**src/rtl/load_store_unit.sv**
```systemverilog
// load_store_unit: memory-access stage for RV32I loads and stores.
// It checks funct3 and alignment, then builds byte strobes and lane-replicated
// store data. It runs a single-outstanding valid/ready bus transaction and
// returns sign- or zero-extended load data. The core is stalled while an
// access is in flight.
//
// Ports:
//   clk, rst            clock, synchronous active-high reset
//   op_valid/op_write   memory op present / store(1) or load(0)
//   op_f3               instruction funct3
//   alu_result          effective address
//   store_data          raw rs2 value
//   stall               core must hold the current instruction (combinational)
//   done, fault         one-cycle completion / failure pulses
//   fault_cause         0 misaligned, 1 illegal funct3, 2 bus error, 3 timeout
//   load_data           extended load result (0 for stores and faults)
//   mem_*               data-memory request/response bus
module load_store_unit #(
  parameter int TIMEOUT_CYCLES = 255
) (
  input  logic        clk,
  input  logic        rst,
  input  logic        op_valid,
  input  logic        op_write,
  input  logic [2:0]  op_f3,
  input  logic [31:0] alu_result,
  input  logic [31:0] store_data,
  output logic        stall,
  output logic        done,
  output logic [31:0] load_data,
  output logic        fault,
  output logic [1:0]  fault_cause,
  output logic        mem_req_valid,
  input  logic        mem_req_ready,
  output logic [31:0] mem_addr,
  output logic        mem_we,
  output logic [3:0]  mem_wstrb,
  output logic [31:0] mem_wdata,
  input  logic        mem_rsp_valid,
  input  logic [31:0] mem_rdata,
  input  logic        mem_rsp_err
);

  typedef enum logic [1:0] {IDLE, REQ, WAIT, FIN} state_t;

  localparam bit          TO_EN   = (TIMEOUT_CYCLES != 0);
  localparam logic [31:0] TO_LAST = 32'(TIMEOUT_CYCLES - 1);

  state_t      state, next_state;
  logic [2:0]  f3_p1;
  logic [1:0]  off_p1;
  logic [31:0] cnt;
  logic        bad_f3, misal, to_hit;

  function automatic logic f3_illegal(input logic we, input logic [2:0] f3);
    if (we) return f3[2] || (f3[1:0] == 2'b11);
    return (f3 == 3'b011) || (f3[2:1] == 2'b11);
  endfunction

  function automatic logic misaligned(input logic [2:0] f3, input logic [1:0] off);
    return ((f3[1:0] == 2'b01) && off[0]) || ((f3[1:0] == 2'b10) && (off != 2'b00));
  endfunction

  function automatic logic [3:0] store_strobe(input logic [2:0] f3, input logic [1:0] off);
    case (f3[1:0])
      2'b00:   return 4'b0001 << off;
      2'b01:   return 4'b0011 << off;
      default: return 4'b1111;
    endcase
  endfunction

  function automatic logic [31:0] store_lanes(input logic [2:0] f3, input logic [31:0] sd);
    case (f3[1:0])
      2'b00:   return {4{sd[7:0]}};
      2'b01:   return {2{sd[15:0]}};
      default: return sd;
    endcase
  endfunction

  // Signed size casts carry the sign bit up for LB/LH.
  function automatic logic [31:0] extend_load(input logic [2:0] f3, input logic [1:0] off,
                                              input logic [31:0] word);
    logic signed [7:0]  b;
    logic signed [15:0] h;
    logic [31:0]        r;
    b = word[{off, 3'b000} +: 8];
    h = off[1] ? word[31:16] : word[15:0];
    case (f3)
      3'b000:  r = 32'(b);
      3'b100:  r = {24'd0, b};
      3'b001:  r = 32'(h);
      3'b101:  r = {16'd0, h};
      default: r = word;
    endcase
    return r;
  endfunction

  assign bad_f3 = f3_illegal(op_write, op_f3);
  assign misal  = misaligned(op_f3, alu_result[1:0]);
  assign to_hit = TO_EN && (cnt == TO_LAST);
  assign stall  = (state == REQ) || (state == WAIT) || ((state == IDLE) && op_valid);

  always_ff @(posedge clk) begin
    if (rst) state <= IDLE;
    else     state <= next_state;
  end

  // In REQ the timeout wins over a same-cycle handshake; in WAIT a response wins.
  always_comb begin
    next_state = state;
    unique case (state)
      IDLE: if (op_valid) next_state = (bad_f3 || misal) ? FIN : REQ;
      REQ:  if (to_hit) next_state = FIN;
            else if (mem_req_ready) next_state = WAIT;
      WAIT: if (mem_rsp_valid || to_hit) next_state = FIN;
      FIN:  next_state = IDLE;
    endcase
  end

  // Stage p1: op fields latched on acceptance; bus fields held until the next op.
  always_ff @(posedge clk) begin
    if (rst) begin
      done          <= 1'b0;
      fault         <= 1'b0;
      fault_cause   <= 2'd0;
      load_data     <= 32'd0;
      mem_req_valid <= 1'b0;
      mem_addr      <= 32'd0;
      mem_we        <= 1'b0;
      mem_wstrb     <= 4'd0;
      mem_wdata     <= 32'd0;
      cnt           <= 32'd0;
    end else begin
      done          <= 1'b0;
      fault         <= 1'b0;
      fault_cause   <= 2'd0;
      load_data     <= 32'd0;
      mem_req_valid <= (next_state == REQ);
      cnt           <= ((state == REQ) || (state == WAIT)) ? cnt + 32'd1 : 32'd0;
      unique case (state)
        IDLE: begin
          if (op_valid) begin
            if (bad_f3) begin
              done <= 1'b1; fault <= 1'b1; fault_cause <= 2'd1;
            end else if (misal) begin
              done <= 1'b1; fault <= 1'b1; fault_cause <= 2'd0;
            end else begin
              mem_addr  <= {alu_result[31:2], 2'b00};
              mem_we    <= op_write;
              mem_wstrb <= op_write ? store_strobe(op_f3, alu_result[1:0]) : 4'b0000;
              mem_wdata <= store_lanes(op_f3, store_data);
            end
          end
        end
        REQ: begin
          if (to_hit) begin
            done <= 1'b1; fault <= 1'b1; fault_cause <= 2'd3;
          end
        end
        WAIT: begin
          if (mem_rsp_valid) begin
            done <= 1'b1;
            if (mem_rsp_err) begin
              fault <= 1'b1; fault_cause <= 2'd2;
            end else if (!mem_we) begin
              load_data <= extend_load(f3_p1, off_p1, mem_rdata);
            end
          end else if (to_hit) begin
            done <= 1'b1; fault <= 1'b1; fault_cause <= 2'd3;
          end
        end
        FIN: ;
      endcase
    end
  end

  always_ff @(posedge clk) begin
    if ((state == IDLE) && op_valid) begin
      f3_p1  <= op_f3;
      off_p1 <= alu_result[1:0];
    end
  end

endmodule

```
**config.mk**
```make
export PLATFORM = sky130hd
export DESIGN_NAME = load_store_unit
export DESIGN_NICKNAME = d
export VERILOG_FILES = /design/src/rtl/load_store_unit.sv
export SDC_FILE = /design/constraint.sdc
export NUM_CORES = 1
export LEC_CHECK = 0
export CAP_MARGIN = 25
export CORE_ASPECT_RATIO = 0.5
export CORE_UTILIZATION = 35
export DETAILED_ROUTE_END_ITERATION = 6
export GPL_TIMING_DRIVEN = 0
export PLACE_DENSITY = 0.66
export SYNTH_ARGS = -nofsm -noshare
export SYNTH_HDL_FRONTEND = slang
export SYNTH_SLANG_ARGS = --single-unit
```
**constraint.sdc**
```tcl
create_clock -name clk -period 3.97 [get_ports clk]
set_input_delay 1.191 -clock clk [delete_from_list [all_inputs] [get_ports clk]]
set_output_delay 1.191 -clock clk [all_outputs]
set_load 0.05 [all_outputs]
```
==> results of run 1 <==
[logic make-up (layout without fill, tap and decap cells)]
group                      after synthesis  after routing  share of synthesized area (%)
DFF                                    143            143                          47.40
other                                    1              2                        0.06103
AOI/OAI and AO/OA                      157            157                          16.11
xor gates and xnor gates                30             30                          4.276
buffers and inverters                   74            314                          5.294
muxes                                   22             22                          3.828
and+or+nand+nor                        305            305                          21.60
adders and majority gates                7              7                          1.425
[layout make-up]
class | count | area (µm²) | area share [%]
well taps | 227 | 284.0 | 3.119
inverters | 22 | 82.58 | 0.9067
repair buffers | 209 | 2095 | 23.00
clock inverters | 13 | 141.4 | 1.552
plain buffers | 52 | 242.7 | 2.665
flip-flops and latches | 143 | 2913 | 31.98
multi-input cells | 523 | 2910 | 31.95
clock buffers | 18 | 439.2 | 4.822
[what timing repair did]
action,4_1_cts,5_1_grt
gates resized for setup,0,1
setup buffers,0,0
setup endpoints to repair,0,1
[power by group]
part / switching (mW) / total, mW / internal, mW
logic: 0.839 / 1.29 / 0.455
clock network: 0.628 / 1.57 / 0.939
registers: 0.0636 / 1.62 / 1.56
total: 1.53 / 4.48 / 2.95
[synthesized netlist by cell type (14+ instances only)]
cell type  instances  area share, %
xor2_1            27            3.8
buf_2             17            1.4
dfxtp_1          138             45
o21ai_0           24            2.0
nand4_1           16            1.6
nand3_1           18            1.5
mux2i_1           19            3.1
nor2_1            74            4.5
clkbuf_1          29            1.8
nand2_1          156            9.5
a211oi_1          14            1.7
inv_1             22            1.3
a21oi_1           77            6.3
[worst max path at each step]
stage / to / startpoint / slack [ns] / depth (start not counted)
6_report: stall / op_valid / 0.39 / 4
5_1_grt: stall / op_valid / 0.34 / 4
4_1_cts: stall / op_valid / 0.02 / 4
3_5_place_dp: stall / op_valid / 0.02 / 4
3_3_place_gp: stall / op_valid / 0.02 / 4
2_1_floorplan: stall / op_valid / 1.13 / 2
[flip-flops by register name, summed over array words and instances, names as in the netlist]
| register | count |
|---|---|
| load_data | 32 |
| fault | 1 |
| mem_we | 1 |
| mem_wstrb | 4 |
| cnt | 32 |
| mem_addr | 30 |
| state | 2 |
| off_p1 | 2 |
| f3_p1 | 3 |
| mem_wdata | 32 |
| done | 1 |
| mem_req_valid | 1 |
| fault_cause | 2 |
[stage by stage]
| stage | instances | setup WS (ns) | area [µm²] | hold WS [ns] | utilization, % |
|---|---|---|---|---|---|
| final | 1207 | 0.3926 | 9107 | 0.4529 | 54.33 |
| after global placement | 1176 | 0.01668 | 8524 | 0.4418 | 50.85 |
| after global routing | 1207 | 0.3422 | 9107 | 0.4724 | 54.33 |
| after detailed placement | 1176 | 0.01939 | 8524 | 0.4453 | 50.85 |
| after CTS | 1207 | 0.01515 | 9105 | 0.4537 | 54.31 |
| after floorplan | 740 | 1.131 | 6148 | 0.4488 | - |
[layer usage]
metal	global-route usage, %	vias up
li1	-	2989
met1	26.28	2758
met2	34.55	178
met3	5.432	22
met4	7.191	0
met5	0	-
[tightest hold or removal path, delay by kind of cell (launching register included)]
kind             cells  cell delay (ns)
AO/OA/AOI/OAI        1             0.05
AND/OR/NAND/NOR      1             0.05
flip-flops           1             0.31
==> results.toml, run 1 <==
[min_path]
min_path_cells = 2
min-delay-start = "mem_addr[16]"
whs_endpoint = "mem_addr[16]"
hold_path.class = "register to register"

[power_and_ir_drop]
powerDensity_mw_per_mm2 = 492.3
ir_drop_mv = 0.2967
leakage_nw = 3.312
p_total_mw = 4.484

[flow_run]
maxCapViolCount = 0

[synth]
yosysSeqAreaShare_pct = 47.40
postSynthCellCount = 739
syn_area_mm2 = 0.006145
synth_edf_count = 5
synthArstFlopShare_pct = 0
synthFlopType = "dfxtp_1"
synth_warnings = 0
syn_area_per_cell_um2 = 8.315
ys_ff_latch = 143
ys_types = 47

[floorplanning]
core_mm2 = 0.01676
dieHeight_um = 95.69
rows = 33
pin_count = 213
initial_utilization_pct = 36.65
die_w_um = 189.4
die_area_mm2 = 0.01812

[finish]
mostFrequentLayoutCells = "208 x clkdlybuf4s50_1, 156 x nand2_1, 138 x dfxtp_1"
area_growth_pct = 48.22
final_common_cell = "clkdlybuf4s50_1"
fin_nets = 1081
diodes = 0
fill_cells = 1598
drive_gt1_share_pct = 6.735

[worst_setup_path]
ff2ff_path_depth = 8
cp.required_ns = 2.78
cp-end-kind = "primary output"
path_buf_inv = 2
crit_chain = "clkdlybuf4s50_1 > nand2_1 > nand2b_1 > dlymetal6s2s_1"
worst-setup-path-type = "input port to primary output"
cp.arrival_ns = 2.39
reg2reg_to = "mem_addr[3]"
r2r_start = "state[0]"
slowest_stage = "clkdlybuf4s50_1"
timing.reg2reg.setup_slack_ns = 1.80
start_kind = "input port"
worst-path-max-fanout = 4
critPathMaxStageDelay_ns = 0.52
cp_top_family = "buffers and inverters"

[clock_tree]
cts_inserted_buffers = 17
cts_hold_buf = 0
clk_latency_ns = 0.42
clk_pin_slew_ns = 0.06
clock-root-buffer = "clkbuf_16"
cts_tree = "done"
cts_max_level = 4
clk_path_buf_depth = 2
cts.sinks = 143

[route]
dr.first_iter.drc_count = 338
top_layer = "met4"
met3WireLength_um = 1168
dr.pass1.iters = 5
via_per_inst = 4.927
met2_length_um = 8670
postRouteAntennaNets = 0
avgRoutedWirePerCell_um = 15.31
dr_total_vias = 5947
drc = 0
drt-met1-wl_um = 8351
wl_um = 18480

[place]
routabilityCongestion = 0.8853
port_buffers = 209
hpwlAfterDp_um = 14050

[timing]
min_period_ns = 3.577
fmax_mhz = 279.5
finalCritPeriodShare_pct = 90.11
grt_setup_unrepaired = "false"
worstMarginPinSlew_ns = 0.6588
setup_viol = 0
max-slew-margin-rel_pct = 56.08
hold_violations = 0
slew_viol_final = 0
tns_ns = 0
finClkSkew_ns = 0.01373

[global_routing]
antenna_found_initial = 0
track_usage_pct = 20.76
grt-ovfl-total = 0
grt_pass1_vias = 5600
grt_pass1_wl_um = 29430
grt_max_degree = 17

[outcome]
status = "completed"
(Power assumes the default switching activity.)
==> inputs of run 2 (changes only) <==
--- a/config.mk
+++ b/config.mk
@@ -5,7 +5,7 @@
 export SDC_FILE = /design/constraint.sdc
 export NUM_CORES = 1
 export LEC_CHECK = 0
-export CAP_MARGIN = 25
+export CAP_MARGIN = 20
 export CORE_ASPECT_RATIO = 0.5
 export CORE_UTILIZATION = 35
 export DETAILED_ROUTE_END_ITERATION = 6
==> results of run 2 <==
No change in the layout: final DEF, timing and power equal those of run 1.
